$ cat src/rtl/lcd_text_writer.sv
// Character feeder for the character-LCD controller: buffers ASCII input, issues one controller
// transaction per character or command, tracks the cursor and inserts line-wrap address commands.
//
// state      | meaning
// -----------+-------------------------------------------------------------
// S_INIT_HI  | controller power-up: waiting for busy to rise
// S_INIT_LO  | controller power-up: waiting for busy to fall
// S_IDLE     | may strobe a clear, wrap-address or character transaction
// S_WAIT_HI  | strobe sent, waiting (bounded) for busy to rise
// S_WAIT_LO  | controller working, waiting for busy to fall
module lcd_text_writer #(
    parameter int unsigned FIFO_DEPTH = 4,
    parameter int unsigned COLS       = 16,
    parameter logic [6:0]  LINE1_ADDR = 7'h40,
    parameter int unsigned HS_TIMEOUT = 8,
    localparam int unsigned COL_W     = $clog2(COLS + 1),
    localparam int unsigned PTR_W     = $clog2(FIFO_DEPTH),
    localparam int unsigned CNT_W     = $clog2(FIFO_DEPTH + 1),
    localparam int unsigned TMR_W     = $clog2(HS_TIMEOUT + 1)
) (
    input  logic             clk,
    input  logic             rst,
    input  logic             char_valid,
    input  logic [7:0]       char_data,
    output logic             char_ready,
    input  logic             clear_req,
    input  logic             busy,
    output logic             lcd_enable,
    output logic [9:0]       lcd_bus,
    output logic [COL_W-1:0] cursor_col,
    output logic             cursor_line,
    output logic             err_timeout
);

    typedef enum logic [2:0] {
        S_INIT_HI,
        S_INIT_LO,
        S_IDLE,
        S_WAIT_HI,
        S_WAIT_LO
    } state_t;

    state_t             state, state_nx;
    logic [7:0]         fifo_mem [FIFO_DEPTH];
    logic [PTR_W-1:0]   rd_ptr, wr_ptr;
    logic [CNT_W-1:0]   fifo_cnt;
    logic               fifo_full, fifo_empty;
    logic               push, pop;
    logic               clear_pending, clr_done;
    logic [TMR_W-1:0]   tmr, tmr_nx;
    logic               err_set;
    logic               issue;
    logic [9:0]         issue_word, bus_q;
    logic [COL_W-1:0]   col_nx;
    logic               line_nx;

    assign fifo_full  = (fifo_cnt == CNT_W'(FIFO_DEPTH));
    assign fifo_empty = (fifo_cnt == '0);
    assign char_ready = (state != S_INIT_HI) && (state != S_INIT_LO) && !fifo_full && !clear_req;
    assign push       = char_valid && char_ready;

    // The strobe and the word it carries are presented together; bus_q holds the word afterwards.
    assign lcd_enable = issue;
    assign lcd_bus    = issue ? issue_word : bus_q;

    always_comb begin
        state_nx   = state;
        issue      = 1'b0;
        issue_word = '0;
        pop        = 1'b0;
        clr_done   = 1'b0;
        col_nx     = cursor_col;
        line_nx    = cursor_line;
        tmr_nx     = tmr;
        err_set    = 1'b0;
        case (state)
            S_INIT_HI: begin
                if (busy) state_nx = S_INIT_LO;
            end
            S_INIT_LO: begin
                if (!busy) state_nx = S_IDLE;
            end
            S_IDLE: begin
                if (!busy) begin
                    if (clear_pending) begin
                        issue      = 1'b1;
                        issue_word = {2'b00, 8'h01};
                        col_nx     = '0;
                        line_nx    = 1'b0;
                        clr_done   = 1'b1;
                    end else if (!fifo_empty && cursor_col == COL_W'(COLS)) begin
                        // Lazy wrap: address command only once another character is waiting.
                        issue      = 1'b1;
                        issue_word = {3'b001, (cursor_line ? 7'h00 : LINE1_ADDR)};
                        col_nx     = '0;
                        line_nx    = !cursor_line;
                    end else if (!fifo_empty) begin
                        issue      = 1'b1;
                        issue_word = {2'b10, fifo_mem[rd_ptr]};
                        pop        = 1'b1;
                        col_nx     = cursor_col + COL_W'(1);
                    end
                end
                if (issue) begin
                    state_nx = S_WAIT_HI;
                    tmr_nx   = TMR_W'(HS_TIMEOUT - 1);
                end
            end
            S_WAIT_HI: begin
                if (busy) begin
                    state_nx = S_WAIT_LO;
                end else if (tmr == '0) begin
                    err_set  = 1'b1;
                    state_nx = S_IDLE;
                end else begin
                    tmr_nx = tmr - TMR_W'(1);
                end
            end
            S_WAIT_LO: begin
                if (!busy) state_nx = S_IDLE;
            end
            default: state_nx = S_INIT_HI;
        endcase
    end

    always_ff @(posedge clk or posedge rst) begin
        if (rst) begin
            state         <= S_INIT_HI;
            tmr           <= '0;
            bus_q         <= '0;
            cursor_col    <= '0;
            cursor_line   <= 1'b0;
            err_timeout   <= 1'b0;
            clear_pending <= 1'b0;
        end else begin
            state       <= state_nx;
            tmr         <= tmr_nx;
            cursor_col  <= col_nx;
            cursor_line <= line_nx;
            if (issue)   bus_q       <= issue_word;
            if (err_set) err_timeout <= 1'b1;
            // A new clear request wins over retiring the one being issued this cycle.
            if (clear_req)     clear_pending <= 1'b1;
            else if (clr_done) clear_pending <= 1'b0;
        end
    end

    always_ff @(posedge clk or posedge rst) begin
        if (rst) begin
            rd_ptr   <= '0;
            wr_ptr   <= '0;
            fifo_cnt <= '0;
        end else if (clear_req) begin
            rd_ptr   <= '0;
            wr_ptr   <= '0;
            fifo_cnt <= '0;
        end else begin
            if (push) wr_ptr <= wr_ptr + PTR_W'(1);
            if (pop)  rd_ptr <= rd_ptr + PTR_W'(1);
            case ({push, pop})
                2'b10:   fifo_cnt <= fifo_cnt + CNT_W'(1);
                2'b01:   fifo_cnt <= fifo_cnt - CNT_W'(1);
                default: fifo_cnt <= fifo_cnt;
            endcase
        end
    end

    always_ff @(posedge clk) begin
        if (push) fifo_mem[wr_ptr] <= char_data;
    end

endmodule
$ cat config.mk
export PLATFORM = sky130hd
export DESIGN_NAME = lcd_text_writer
export DESIGN_NICKNAME = d
export VERILOG_FILES = /design/src/rtl/lcd_text_writer.sv
export SDC_FILE = /design/constraint.sdc
export NUM_CORES = 1
export LEC_CHECK = 0
export ABC_CLOCK_PERIOD_IN_PS = 6400
export CAP_MARGIN = 30
export CORE_MARGIN = 10
export CORE_UTILIZATION = 42
export CTS_CLUSTER_DIAMETER = 120
export CTS_CLUSTER_SIZE = 24
export DETAILED_ROUTE_END_ITERATION = 10
export HOLD_SLACK_MARGIN = 0.12
export RECOVER_POWER = 25
export SLEW_MARGIN = 20
export SYNTH_ARGS = -nofsm -noshare
export SYNTH_HDL_FRONTEND = slang
export SYNTH_SLANG_ARGS = --single-unit
$ cat constraint.sdc
create_clock -name clk -period 6.4 [get_ports clk]
set_clock_uncertainty 0.2 [all_clocks]
set_input_delay 0.64 -clock clk [delete_from_list [all_inputs] [get_ports clk]]
set_output_delay 0.64 -clock clk [all_outputs]
set_load 0.05 [all_outputs]
=== Word-level counts from Yosys, hierarchy flattened ===
Memory sizes are Yosys's and may differ from the RTL's.
Index checks and enable logic that the tools add are counted.

* Flip-flop bits (word level): 32
* Memory bits (writable): 32
* Bits of input ports: 13
* Word-level logic and storage cells: 106
* Memories: 1

{| class="wikitable"
|+ Memories
! memory !! words !! bits a word !! read ports !! clocked after memory_dff !! wr ports !! line !! text
|-
| fifo_mem || 4 || 8 || 1 || 0 || 1 || 44 || <nowiki>logic [7:0] fifo_mem [FIFO_DEPTH];</nowiki>
|}

* $add $sub $neg: 6
* Equality and inequality tests: 16
* Multiplexer cells: 48
* Bitwise gates (word level): 1
* Reductions and logical operators: 24

{| class="wikitable"
|+ Operators with widths
! operator !! number
|-
| 10-bit two-way mux || 6
|-
| 1-bit two-way mux || 22
|-
| 3-bit two-way mux || 6
|-
| 5-bit two-way mux || 3
|-
| 4-bit two-way mux || 3
|-
| 3-bit one-hot mux with 4 select lines || 1
|-
| 2-bit inequality test, second input constant || 5
|-
| 2-bit nonzero test || 5
|-
| 2-bit two-way mux || 4
|-
| 4-bit one-hot mux with 2 select lines || 1
|-
| 4-bit AND reduction || 2
|-
| 7-bit two-way mux || 1
|-
| 3-bit by 2-bit == test with 1-bit output, second input constant || 2
|-
| 3-bit == test, second input constant || 2
|-
| 3-bit logical NOT || 2
|-
| 3-bit by 1-bit inequality test with 1-bit output, second input constant || 2
|-
| 3-bit one-hot mux with 2 select lines || 1
|-
| 3-bit AND reduction || 2
|-
| 3-bit nonzero test || 2
|-
| 5-bit by 1-bit adder with 5-bit output, second input constant || 1
|-
| 5-bit == test, second input constant || 1
|-
| 1-bit logical AND || 5
|-
| 2-bit by 1-bit adder with 2-bit output, second input constant || 2
|-
| 1-bit logical NOT || 4
|-
| other kinds (10) || 10
|}

=== Depth between registers and ports, before layout ===
Gate-level depths: netlist (run 1).

* Depth in word-level cells: 10
* Mapped depth: 10
* Mapped depth without buffers: 10

=== Worst setup path after synthesis (run 1) ===
Ideal clock, no wire load.

* Path type: input to output
* Start point: input port busy
* End point: output port lcd_bus[0]
* Data arrival time: 2.874 ns
* Required time: 5.560 ns
* Slack: 2.686 ns
* Stages on the path: 6
* Buffers on the path: 1
* Path through: or4b_4 -> or2_2 -> clkbuf_1 -> inv_1 -> nor2_1 -> a21oi_1

* Word-level cells in the longest chain between the ends: 4
* Elaborated cells on any way between the ends: 6

{| class="wikitable"
|+ RTL lines
! element !! line !! text
|-
| start, declared || 27 || <nowiki>input logic busy,</nowiki>
|-
| 1-bit two-way mux || 84 || <nowiki>if (!busy) begin</nowiki>
|-
| 1-bit two-way mux (2 in a row) || 76 || <nowiki>case (state)</nowiki>
|-
| net lcd_enable || 28 || <nowiki>output logic lcd_enable,</nowiki>
|-
| 10-bit two-way mux || n/a ||
|-
| end, declared || 29 || <nowiki>output logic [9:0] lcd_bus,</nowiki>
|}

The timed path passes the listed nets, and every way through them passes these cells. The select of a mux whose other input is x is not followed.

=== Final worst setup path (run 1) ===
* Start point: input port busy
* End point: output port lcd_bus[1]

* Word-level cells in the longest chain between the ends: 4
* Elaborated cells on any way between the ends: 6

{| class="wikitable"
|+ RTL lines
! element !! line
|-
| 1-bit two-way mux || 84
|-
| 1-bit two-way mux (2 in a row) || 76
|-
| 10-bit two-way mux (*) || n/a
|}

Mark *: on every way between the ends. The rest lies on a longest branch, timed or not. The select of a mux whose other input is x is not followed.

==> results.md, run 1 <==
| Result | This run | Unit |
| --- | --- | --- |
| Result of the run | finished with violations | - |
| Violated checks | capacitance limit, slew limit | - |
| CP max-delay cell | sky130_fd_sc_hd__clkdlybuf4s50_1 | - |
| Via count of the first global-routing pass | 1,818 | - |
| Later-pin clock latency in the skew report | 0.34 | ns |
| Unique cell type count in the Yosys netlist | 43 | - |
| Fraction of layout cells with a size suffix above 1 | 0.142 | - |
| Area of the die | 0.0104 | mm2 |
| Worst slew margin relative to its limit | -0.202 | - |
| Sequential share of the synthesized area | 0.624 | - |
| Commonest cells after routing, fill and taps aside | sky130_fd_sc_hd__dfrtp_1, sky130_fd_sc_hd__edfxtp_1, sky130_fd_sc_hd__clkdlybuf4s50_1 | - |
| Buffer levels on the longest clock path | 2 | - |
| Critical path fanouts, max | 9 | - |
| First-pass GRT wire length | 9060 | um |
| Count of yosys warnings during synthesis | 0 | - |
| Clock buffer count from CTS | 9 | - |
| Ordered list of cells on the worst path | clkdlybuf4s50_1 > or4b_4 > nor4_2 > buf_4 > a22o_1 > clkdlybuf4s50_1 | - |
| Final standard cell utilization of the core | 0.530 | - |
| Synth Instances | 209 | - |
| Clock transition at the registers of the reported paths | 0.07 | ns |
| Number of DRC violations after detailed routing | 0 | - |
| Total GRT Usage | 0.113 | - |
| Biggest cell delay along the critical path | 0.81 | ns |
| Number of buffer and inverter stages on the critical path | 3 | - |
| Synthesized flop and latch total | 64 | - |
| Setup ws final | 2.02 | ns |
| IO Pins | 32 | - |
| Register-to-register path setup slack | 3.36 | ns |
| Net total in the final layout | 269 | - |
| Hold Buf Count CTS | 0 | - |
| Required time of the critical path | 5.56 | ns |
| Effective utilization at floorplan | 0.437 | - |
| Worst Reg-to-Reg Cells | 8 | - |
| Cell depth of the worst hold path | 1 | - |
| Ant diodes | 0 | - |
| Share of async-settable or async-resettable flops after synthesis | 0.500 | - |
| Share of synthesized cell area in full adder, half adder and majority cells | 0.0381 | - |
| Gpl congestion | 0.838 | - |
| Pre-Repair DR Iteration Count | 4 | - |
| Hold wc startpoint | err_timeout | - |
| Pin count of the biggest net entering global routing | 33 | - |
| Iteration-0 DRC count of the detailed router | 67 | - |
| Footprint of the flip-flops and latches | 0.00176 | mm2 |
| DIE HEIGHT | 102 | um |
| Residual antenna-violating net count after detailed routing | 0 | - |
| IO Port Bufs | 31 | - |
| Area occupied by multi-input gates | 998 | um2 |
| Critical Path Most Common Cell | sky130_fd_sc_hd__clkdlybuf4s50_1 | - |
| Power density cells | 324 | mW/mm2 |
| Synthesized netlist net count | 230 | - |
| CTS tree | yes | - |
| Slew at the pin closest to its max-slew limit | 1.80 | ns |
| Worst r2r src | state[0] | - |
| Worst Hold Class | register to register | - |
| Endpoint of the most critical register-to-register path | fifo_cnt[2] | - |
| Library cell used as clock root buffer | sky130_fd_sc_hd__clkbuf_8 | - |
| Post-Synth XOR/XNOR Area | 0.00930 | - |
| Timing-limited maximum frequency | 229 | MHz |
| Total via count in the routed design | 1,745 | - |
| Cell Rows | 29 | - |
| Area of the mapped netlist | 0.00283 | mm2 |
| Cell family with the largest share of critical-path delay | buffers and inverters | - |
| Number of pins with negative max-slew slack in the final report | 33 | - |
| Proportion of synthesized area in mux cells | 0.0864 | - |
| Leakage power figure | 1.34 | nW |
| Setup violators final | 0 | - |
| Level count of the clock H-tree | 3 | - |
| Sink Count | 64 | - |
| Worst setup slack before clock tree synthesis | 2.02 | ns |
| Crit path capture type | primary output | - |
| Maximum Capacitance Violations | 1 | - |
| Via-per-instance ratio | 5.29 | - |
| Total chip power | 1.11 | mW |
| Detailed-route wire length per cell | 16.3 | um |
| Minimum clock period after layout | 4.38 | ns |
| Setup CP Type | input pin to primary output | - |
| Count of flip-flops with a built-in enable after synthesis | 32 | - |
| Setup bufs post-CTS | 0 | - |
| Setup TNS Final | 0 | ns |
| RSZ-0062 raised after global routing | false | - |
| Simple-gate portion of the synthesized area | 0.140 | - |
| GRT overflow | 0 | - |
| Layout area overhead | 21.1 | % |
| Post-detailed-placement half-perimeter wirelength | 3690 | um |
| Post-detailed-routing wire length | 5370 | um |
| Hold Violations, Final | 0 | - |
| Floorplan die width | 102 | um |
| Initial antenna violation count | 0 | - |
| Count of instances resized after the clock tree is built | 0 | - |
| Syn avg cell area | 13.5 | um2 |
| Worst Setup Start Kind | input pin | - |
| Crit share post-route | 0.684 | - |
| Arrival time of data at the critical path endpoint | 3.54 | ns |
| Maximum vdd drop | 0.163 | mV |
| Placeable core region | 0.00646 | mm2 |
| Primary FF master, synth | sky130_fd_sc_hd__edfxtp_1 | - |
| Fill cells | 556 | - |
| Combinational family with the most area after synthesis | simple AND/OR/NAND/NOR gates | - |
| Fraction of the mapped netlist area in compound gates | 0.0797 | - |
| Hold Path End | err_timeout | - |
[state kept, by name, summed over array words and instances (netlist names)]
signal         count
bus_q             10
clear_pending      1
cursor_col         5
cursor_line        1
err_timeout        1
fifo_cnt           3
fifo_mem          32
rd_ptr             2
state              3
tmr                4
wr_ptr             2
[area by class of cell]
cell class                 count  share of cell area
sequential                    64               0.515
tap                           77              0.0282
clock buffer                   9              0.0362
timing repair buffer          34              0.0954
inverter                      10              0.0110
multi-input combinational    129               0.292
clock inverter                 7              0.0227
[power by group]
| group | total, mW | internal [mW] | switching [mW] |
|---|---|---|---|
| logic | 0.237 | 0.0961 | 0.141 |
| registers | 0.521 | 0.479 | 0.0425 |
| clock network | 0.350 | 0.184 | 0.166 |
| total | 1.11 | 0.759 | 0.349 |
[routing by layer]
| layer | track usage | vias to the layer above | wire length (um) | part of all wire |
|---|---|---|---|---|
| met1 | 0.140 | 852 | 2450 | 0.46 |
| met2 | 0.177 | 35 | 2570 | 0.48 |
| met4 | 0.0358 | 0 | 45 | 0.0084 |
| met5 | 0 | - | 0 | 0 |
| li1 | - | 851 | - | - |
| met3 | 0.0459 | 7 | 300 | 0.056 |
[logic make-up after synthesis]
logic type | count (synthesis)
fa+ha+maj | 8
buf+inv | 16
flops | 64
mux | 14
simple gates | 69
compound gates | 35
xor+xnor | 3
[through the flow]
| stage | hold WS (ns) | cells | area [um2] |
|---|---|---|---|
| detailed placement | 0.247 | 313 | 3220 |
| global route | 0.300 | 330 | 3420 |
| floorplan | 0.280 | 209 | 2830 |
| CTS | 0.262 | 329 | 3420 |
| finish | 0.257 | 330 | 3420 |
| global placement | 0.241 | 313 | 3220 |
[how the worst max path moves through the flow]
| stage | startpoint | end | slack [ns] | cells past startpoint |
|---|---|---|---|---|
| 2_1_floorplan | busy | lcd_bus[0] | 2.69 | 6 |
| 3_3_place_gp | busy | lcd_bus[4] | 2.08 | 6 |
| 3_5_place_dp | busy | lcd_bus[2] | 2.02 | 6 |
| 4_1_cts | busy | lcd_bus[1] | 2.01 | 6 |
| 5_1_grt | busy | lcd_bus[1] | 1.85 | 6 |
| 6_report | busy | lcd_bus[1] | 2.02 | 6 |
[synth_stat cells (all sizes together) (2+ instances only)]
| master | count | area (um2) |
|---|---|---|
| nand2b | 6 | 37.5 |
| mux2i | 3 | 30.0 |
| clkbuf | 5 | 20.0 |
| xnor2 | 2 | 17.5 |
| nor3b | 2 | 15.0 |
| a21o | 4 | 31.3 |
| o21a | 2 | 15.0 |
| nor4 | 4 | 31.3 |
| nand2 | 17 | 63.8 |
| and2 | 6 | 37.5 |
| inv | 10 | 37.5 |
| nand3 | 4 | 20.0 |
| o21ai | 14 | 70.1 |
| mux2 | 3 | 33.8 |
| a21oi | 4 | 20.0 |
| edfxtp | 32 | 961 |
| o31ai | 2 | 15.0 |
| nor3 | 6 | 30.0 |
| mux4 | 8 | 180 |
| dfrtp | 32 | 801 |
| a22o | 6 | 52.6 |
| nor2b | 2 | 12.5 |
| ha | 7 | 87.6 |
| nor2 | 10 | 37.5 |
| a31oi | 2 | 12.5 |
| nor4bb | 2 | 20.0 |
No activity file was read; power rests on OpenSTA's default activity.
==> run 2: changes to the inputs <==
--- a/config.mk
+++ b/config.mk
@@ -5,7 +5,7 @@
 export SDC_FILE = /design/constraint.sdc
 export NUM_CORES = 1
 export LEC_CHECK = 0
-export ABC_CLOCK_PERIOD_IN_PS = 6400
+export ABC_CLOCK_PERIOD_IN_PS = 4050
 export CAP_MARGIN = 30
 export CORE_MARGIN = 10
 export CORE_UTILIZATION = 42
==> constraint.sdc (replaced) <==
create_clock -name clk -period 4.05 [get_ports clk]
set_clock_uncertainty 0.2 [all_clocks]
set_input_delay 0.405 -clock clk [delete_from_list [all_inputs] [get_ports clk]]
set_output_delay 0.405 -clock clk [all_outputs]
set_load 0.05 [all_outputs]
==> results.md, run 2 (synthesis results as in run 1) <==
| Result | This run | Unit | vs previous |
| --- | --- | --- | --- |
| Result of the run | finished clean | - |  |
| Clock buffer count from CTS | 9 | - | unchanged |
| First-pass GRT wire length | 9490 | um | +4.7% |
| Worst Setup Start Kind | input pin | - |  |
| Sink Count | 64 | - | unchanged |
| Setup CP Type | input pin to primary output | - |  |
| Setup bufs post-CTS | 0 | - | unchanged |
| Gpl congestion | 0.793 | - | -5.4% |
| Setup ws final | 0.430 | ns | -1.59 ns |
| Setup violators final | 0 | - | unchanged |
| Later-pin clock latency in the skew report | 0.35 | ns | about the same |
| Required time of the critical path | 3.44 | ns | -2.12 ns |
| Via-per-instance ratio | 5.26 | - | -0.45% |
| Total via count in the routed design | 1,753 | - | +0.46% |
| Worst slew margin relative to its limit | 0.630 | - | +0.832 |
| RSZ-0062 raised after global routing | false | - |  |
| Total GRT Usage | 0.120 | - | +0.00635 |
| Largest registers in the final layout | fifo_mem x32, bus_q x10, cursor_col x5 | - |  |
| Iteration-0 DRC count of the detailed router | 43 | - | -36% |
| Register name with the most flops | fifo_mem | - |  |
| Floorplan die width | 102 | um | unchanged |
| Hold Violations, Final | 0 | - | unchanged |
| DIE HEIGHT | 102 | um | unchanged |
| Ant diodes | 0 | - | unchanged |
| Initial antenna violation count | 0 | - | unchanged |
| Number of DRC violations after detailed routing | 0 | - | unchanged |
| Worst setup slack before clock tree synthesis | 0.385 | ns | -1.63 ns |
| Buffer levels on the longest clock path | 2 | - | unchanged |
| Residual antenna-violating net count after detailed routing | 0 | - | unchanged |
| Critical path fanouts, max | 17 | - | +8 |
| Commonest cells after routing, fill and taps aside | sky130_fd_sc_hd__dfrtp_1, sky130_fd_sc_hd__edfxtp_1, sky130_fd_sc_hd__nand2_1 | - |  |
| Post-detailed-routing wire length | 5440 | um | +1.4% |
| Via count of the first global-routing pass | 1,857 | - | +2.1% |
| CTS tree | yes | - |  |
| Post-detailed-placement half-perimeter wirelength | 3940 | um | +6.6% |
| Setup TNS Final | 0 | ns | unchanged |
| Library cell used as clock root buffer | sky130_fd_sc_hd__clkbuf_8 | - |  |
| Slew at the pin closest to its max-slew limit | 0.547 | ns | -1.26 ns |
| Post-route insts no fill | 333 | - | +0.91% |
| Pin count of the biggest net entering global routing | 24 | - | -27% |
| Maximum Capacitance Violations | 0 | - | -1 |
| Fraction of layout cells with a size suffix above 1 | 0.168 | - | +0.0257 |
| Final standard cell utilization of the core | 0.546 | - | +0.0157 |
| Timing-limited maximum frequency | 276 | MHz |  |
| Max FFs per register | 32 | - | unchanged |
| Arrival time of data at the critical path endpoint | 3.02 | ns | -0.52 ns |
| Placeable core region | 0.00646 | mm2 | unchanged |
| IO Pins | 32 | - | unchanged |
| Number of pins with negative max-slew slack in the final report | 0 | - | -100% |
| Crit share post-route | 0.894 | - |  |
| Placed Cells incl. Taps | 314 | - | +0.32% |
| Effective utilization at floorplan | 0.437 | - | unchanged |
| Layout area overhead | 24.7 | % |  |
| Pre-Repair DR Iteration Count | 4 | - | unchanged |
| Power density cells | 514 | mW/mm2 | +59% |
| IO Port Bufs | 31 | - | unchanged |
| Detailed-route wire length per cell | 16.3 | um | +0.47% |
| Fin Hold WS | 0.256 | ns | -0.000966 ns |
| Crit path capture type | primary output | - |  |
| Worst Hold Class | register to register | - |  |
| Leakage power figure | 1.38 | nW | +3.5% |
| Maximum vdd drop | 0.217 | mV | +33% |
| Area of the die | 0.0104 | mm2 | unchanged |
| GRT overflow | 0 | - | unchanged |
| Minimum clock period after layout | 3.62 | ns |  |
| Clock transition at the registers of the reported paths | 0.07 | ns | about the same |
| Cell Rows | 29 | - | unchanged |
| Level count of the clock H-tree | 3 | - | unchanged |
| Net total in the final layout | 272 | - | +1.1% |
| Count of instances resized after the clock tree is built | 0 | - | unchanged |
run 2: cell types whose count changed in the layout (fill, tap and decap cells not counted), moves of 3 or more:
cell,change
sky130_fd_sc_hd__clkdlybuf4s50_1,-6
sky130_fd_sc_hd__buf_12,+5
sky130_fd_sc_hd__buf_4,+3
sky130_fd_sc_hd__inv_6,-3
run 2: report_power, final:
part / internal (mW) / leakage, nW / switching, mW / total (mW)
combinational: 0.165 / 0.572 / 0.226 / 0.392
clock: 0.346 / 0.103 / 0.251 / 0.597
sequential: 0.757 / 0.707 / 0.0665 / 0.824
total: 1.27 / 1.38 / 0.544 / 1.81
run 2: metal layers:
metal / share of wire / GRT usage / vias to the layer above
li1: - / - / 861
met1: 0.42 / 0.138 / 845
met2: 0.49 / 0.192 / 38
met3: 0.064 / 0.0493 / 9
met4: 0.017 / 0.0531 / 0
met5: 0 / 0 / -
run 2: critical path, cell delays in order:
cell and delay [ns]:
sky130_fd_sc_hd__clkdlybuf4s50_1 0.55, sky130_fd_sc_hd__or4b_4 0.58, sky130_fd_sc_hd__or2_2 0.43, sky130_fd_sc_hd__inv_1 0.20
sky130_fd_sc_hd__clkdlybuf4s50_1 0.84
run 2: final timing paths:
check                       startpoint          end  slack, ns  cells past startpoint
min in group asynchronous          rst     state[2]       0.78                      3
setup reg to reg              state[0]  fifo_cnt[2]       1.05                      8
setup / recovery                  busy   lcd_enable       0.43                      5
hold reg to reg            err_timeout  err_timeout       0.26                      1
max in group asynchronous          rst     bus_q[0]       2.25                      5
hold / removal             err_timeout  err_timeout       0.26                      1
run 2: cell type report:
type                       count  area [um2]
fill                         547        2940
timing repair buffer          37         410
clock buffer                   9         124
tap                           77        96.3
sequential                    64        1760
clock inverter                 7        96.3
multi-input combinational    129         997
inverter                      10        37.5
run 2: stage by stage:
| stage | area (um2) | total power [mW] |
|---|---|---|
| floorplan | 2830 | 1.10 |
| global placement | 3270 | 1.23 |
| detailed placement | 3270 | 1.23 |
| CTS | 3490 | 1.84 |
| global route | 3520 | 1.92 |
| finish | 3520 | 1.81 |
run 2: repair_timing:
item / CTS / global route
hold endpoints to repair: 0 / 6
hold buffers: 0 / 1
setup endpoints to repair: 0 / 0
==> run 3: changes to the inputs <==
--- a/config.mk
+++ b/config.mk
@@ -6,7 +6,7 @@
 export NUM_CORES = 1
 export LEC_CHECK = 0
 export ABC_CLOCK_PERIOD_IN_PS = 4050
-export CAP_MARGIN = 30
+export CAP_MARGIN = 25
 export CORE_MARGIN = 10
 export CORE_UTILIZATION = 42
 export CTS_CLUSTER_DIAMETER = 120
==> results.md, run 3 (synthesis results as in run 1) <==
| Result | This run | Unit | vs previous |
| --- | --- | --- | --- |
| Result of the run | finished clean | - |  |
| DIE HEIGHT | 102 | um | unchanged |
| Slew at the pin closest to its max-slew limit | 0.970 | ns | +0.423 ns |
| Leakage power figure | 1.37 | nW | -1.1% |
| Iteration-0 DRC count of the detailed router | 42 | - | -2.3% |
| Required time of the critical path | 3.44 | ns | about the same |
| Area occupied by multi-input gates | 997 | um2 | unchanged |
| Pin count of the biggest net entering global routing | 24 | - | unchanged |
| Maximum vdd drop | 0.217 | mV | about the same |
| Gpl congestion | 0.793 | - | unchanged |
| Fraction of layout cells with a size suffix above 1 | 0.162 | - | -0.00591 |
| Portion of total power attributed to combinational logic | 0.214 | - | -0.002 |
| Worst Hold Class | register to register | - |  |
| Setup violators final | 0 | - | unchanged |
| Max FFs per register | 32 | - | unchanged |
| Worst Setup Start Kind | input pin | - |  |
| CTS tree | yes | - |  |
| Arrival time of data at the critical path endpoint | 3.12 | ns | +0.10 ns |
| Cell family with the largest share of critical-path delay | buffers and inverters | - |  |
| Clock transition at the registers of the reported paths | 0.07 | ns | about the same |
| Effective utilization at floorplan | 0.437 | - | unchanged |
| Level count of the clock H-tree | 3 | - | unchanged |
| Cell Rows | 29 | - | unchanged |
| Via-per-instance ratio | 5.31 | - | +0.85% |
| Setup TNS Final | 0 | ns | unchanged |
| RSZ-0062 raised after global routing | false | - |  |
| Pre-Repair DR Iteration Count | 4 | - | unchanged |
| IO Pins | 32 | - | unchanged |
| Minimum clock period after layout | 3.72 | ns | +0.101 ns |
| Total via count in the routed design | 1,752 | - | -0.057% |
| Placed Cells incl. Taps | 314 | - | unchanged |
| Timing-limited maximum frequency | 269 | MHz | -2.7% |
| Area of the die | 0.0104 | mm2 | unchanged |
| Later-pin clock latency in the skew report | 0.35 | ns | about the same |
| Power density cells | 518 | mW/mm2 | +0.67% |
| Detailed-route wire length per cell | 16.5 | um | +1.3% |
| Crit share post-route | 0.919 | - | +0.0249 |
| Worst slew margin relative to its limit | 0.344 | - | -0.286 |
| Internal power of the cells | 1.26 | mW | -0.29% |
| IO Port Bufs | 31 | - | unchanged |
| Power share of the sequential group | 0.455 | - | about the same |
| Residual antenna-violating net count after detailed routing | 0 | - | unchanged |
| Sink Count | 64 | - | unchanged |
| Net total in the final layout | 269 | - | -1.1% |
| Critical path fanouts, max | 17 | - | unchanged |
| Count of instances resized after the clock tree is built | 0 | - | unchanged |
| Initial antenna violation count | 0 | - | unchanged |
| Post-detailed-placement half-perimeter wirelength | 3940 | um | unchanged |
| Crit path capture type | primary output | - |  |
| Setup bufs post-CTS | 0 | - | unchanged |
| Largest registers in the final layout | fifo_mem x32, bus_q x10, cursor_col x5 | - |  |
| CP max-delay cell | sky130_fd_sc_hd__clkdlybuf4s50_1 | - |  |
| Number of buffer and inverter stages on the critical path | 3 | - | unchanged |
| Floorplan die width | 102 | um | unchanged |
| First-pass GRT wire length | 9490 | um | unchanged |
| Switching fraction of total power | 0.301 | - | +0.000723 |
| Commonest cells after routing, fill and taps aside | sky130_fd_sc_hd__dfrtp_1, sky130_fd_sc_hd__edfxtp_1, sky130_fd_sc_hd__nand2_1 | - |  |
| Number of pins with negative max-slew slack in the final report | 0 | - | unchanged |
| Total chip power | 1.81 | mW | -0.18% |
| Layout area overhead | 23.6 | % |  |
| GRT overflow | 0 | - | unchanged |
| Biggest cell delay along the critical path | 0.84 | ns | about the same |
| Placeable core region | 0.00646 | mm2 | unchanged |
| Via count of the first global-routing pass | 1,857 | - | unchanged |
| Proportion of power drawn by the clock network | 0.330 | - | about the same |
| Switching power total | 0.544 | mW | about the same |
| Register name with the most flops | fifo_mem | - |  |
| Ordered list of cells on the worst path | dlygate4sd3_1 > or4b_4 > or2_2 > inv_1 > clkdlybuf4s50_1 | - |  |
| Ant diodes | 0 | - | unchanged |
| Fill cells | 549 | - | +0.37% |
| Footprint of the flip-flops and latches | 0.00176 | mm2 | unchanged |
| Post-route insts no fill | 330 | - | -0.90% |
| Hold Buf Count CTS | 0 | - | unchanged |
| Total GRT Usage | 0.120 | - | unchanged |
| Number of DRC violations after detailed routing | 0 | - | unchanged |
| Post-detailed-routing wire length | 5460 | um | +0.40% |
| Library cell used as clock root buffer | sky130_fd_sc_hd__clkbuf_8 | - |  |
| Hold Violations, Final | 0 | - | unchanged |
| Buffer levels on the longest clock path | 2 | - | unchanged |
| Setup CP Type | input pin to primary output | - |  |
| Maximum Capacitance Violations | 0 | - | unchanged |
| Clock buffer count from CTS | 9 | - | unchanged |
## run 3: through the flow
| step | util | setup WS [ns] | hold WS, ns | area [um2] |
|---|---|---|---|---|
| after floorplan | - | 0.730 | 0.280 | 2830 |
| after global placement | 0.507 | 0.433 | 0.245 | 3270 |
| after detailed placement | 0.507 | 0.385 | 0.245 | 3270 |
| after CTS | 0.541 | 0.373 | 0.261 | 3490 |
| after global routing | 0.541 | 0.218 | 0.279 | 3490 |
| final | 0.541 | 0.329 | 0.255 | 3490 |
## run 3: cell type report
| cell class | instances | area share |
|---|---|---|
| inverters | 10 | 0.0107 |
| clock buffers | 9 | 0.0355 |
| well taps | 77 | 0.0276 |
| clock inverters | 7 | 0.0276 |
| flip-flops and latches | 64 | 0.504 |
| repair buffers | 34 | 0.109 |
| multi-input cells | 129 | 0.285 |
## run 3: worst paths after layout
check	depth (start not counted)	to	from	slack, ns
worst min register to register	1	err_timeout	err_timeout	0.26
worst max-delay path	5	lcd_enable	busy	0.33
worst max register to register	8	fifo_cnt[2]	state[0]	1.05
min in group asynchronous	2	state[2]	rst	0.48
max in group asynchronous	3	bus_q[0]	rst	2.50
worst min-delay path	1	err_timeout	err_timeout	0.26
## run 3: power groups by stage
stage          clock network, mW  logic (mW)  registers, mW
6_report                   0.598       0.387          0.824
5_1_grt                    0.650       0.431          0.837
4_1_cts                    0.616       0.397          0.824
3_5_place_dp                   0       0.397          0.837
3_3_place_gp                   0       0.391          0.836
2_1_floorplan                  0       0.258          0.840
## run 3: layer usage
metal | routed length, um | track usage | part of all wire | vias up
li1 | - | - | - | 856
met1 | 2320 | 0.138 | 0.42 | 847
met2 | 2670 | 0.192 | 0.49 | 38
met3 | 372 | 0.0493 | 0.068 | 11
met4 | 99 | 0.0531 | 0.018 | 0
met5 | 0 | 0 | 0 | -
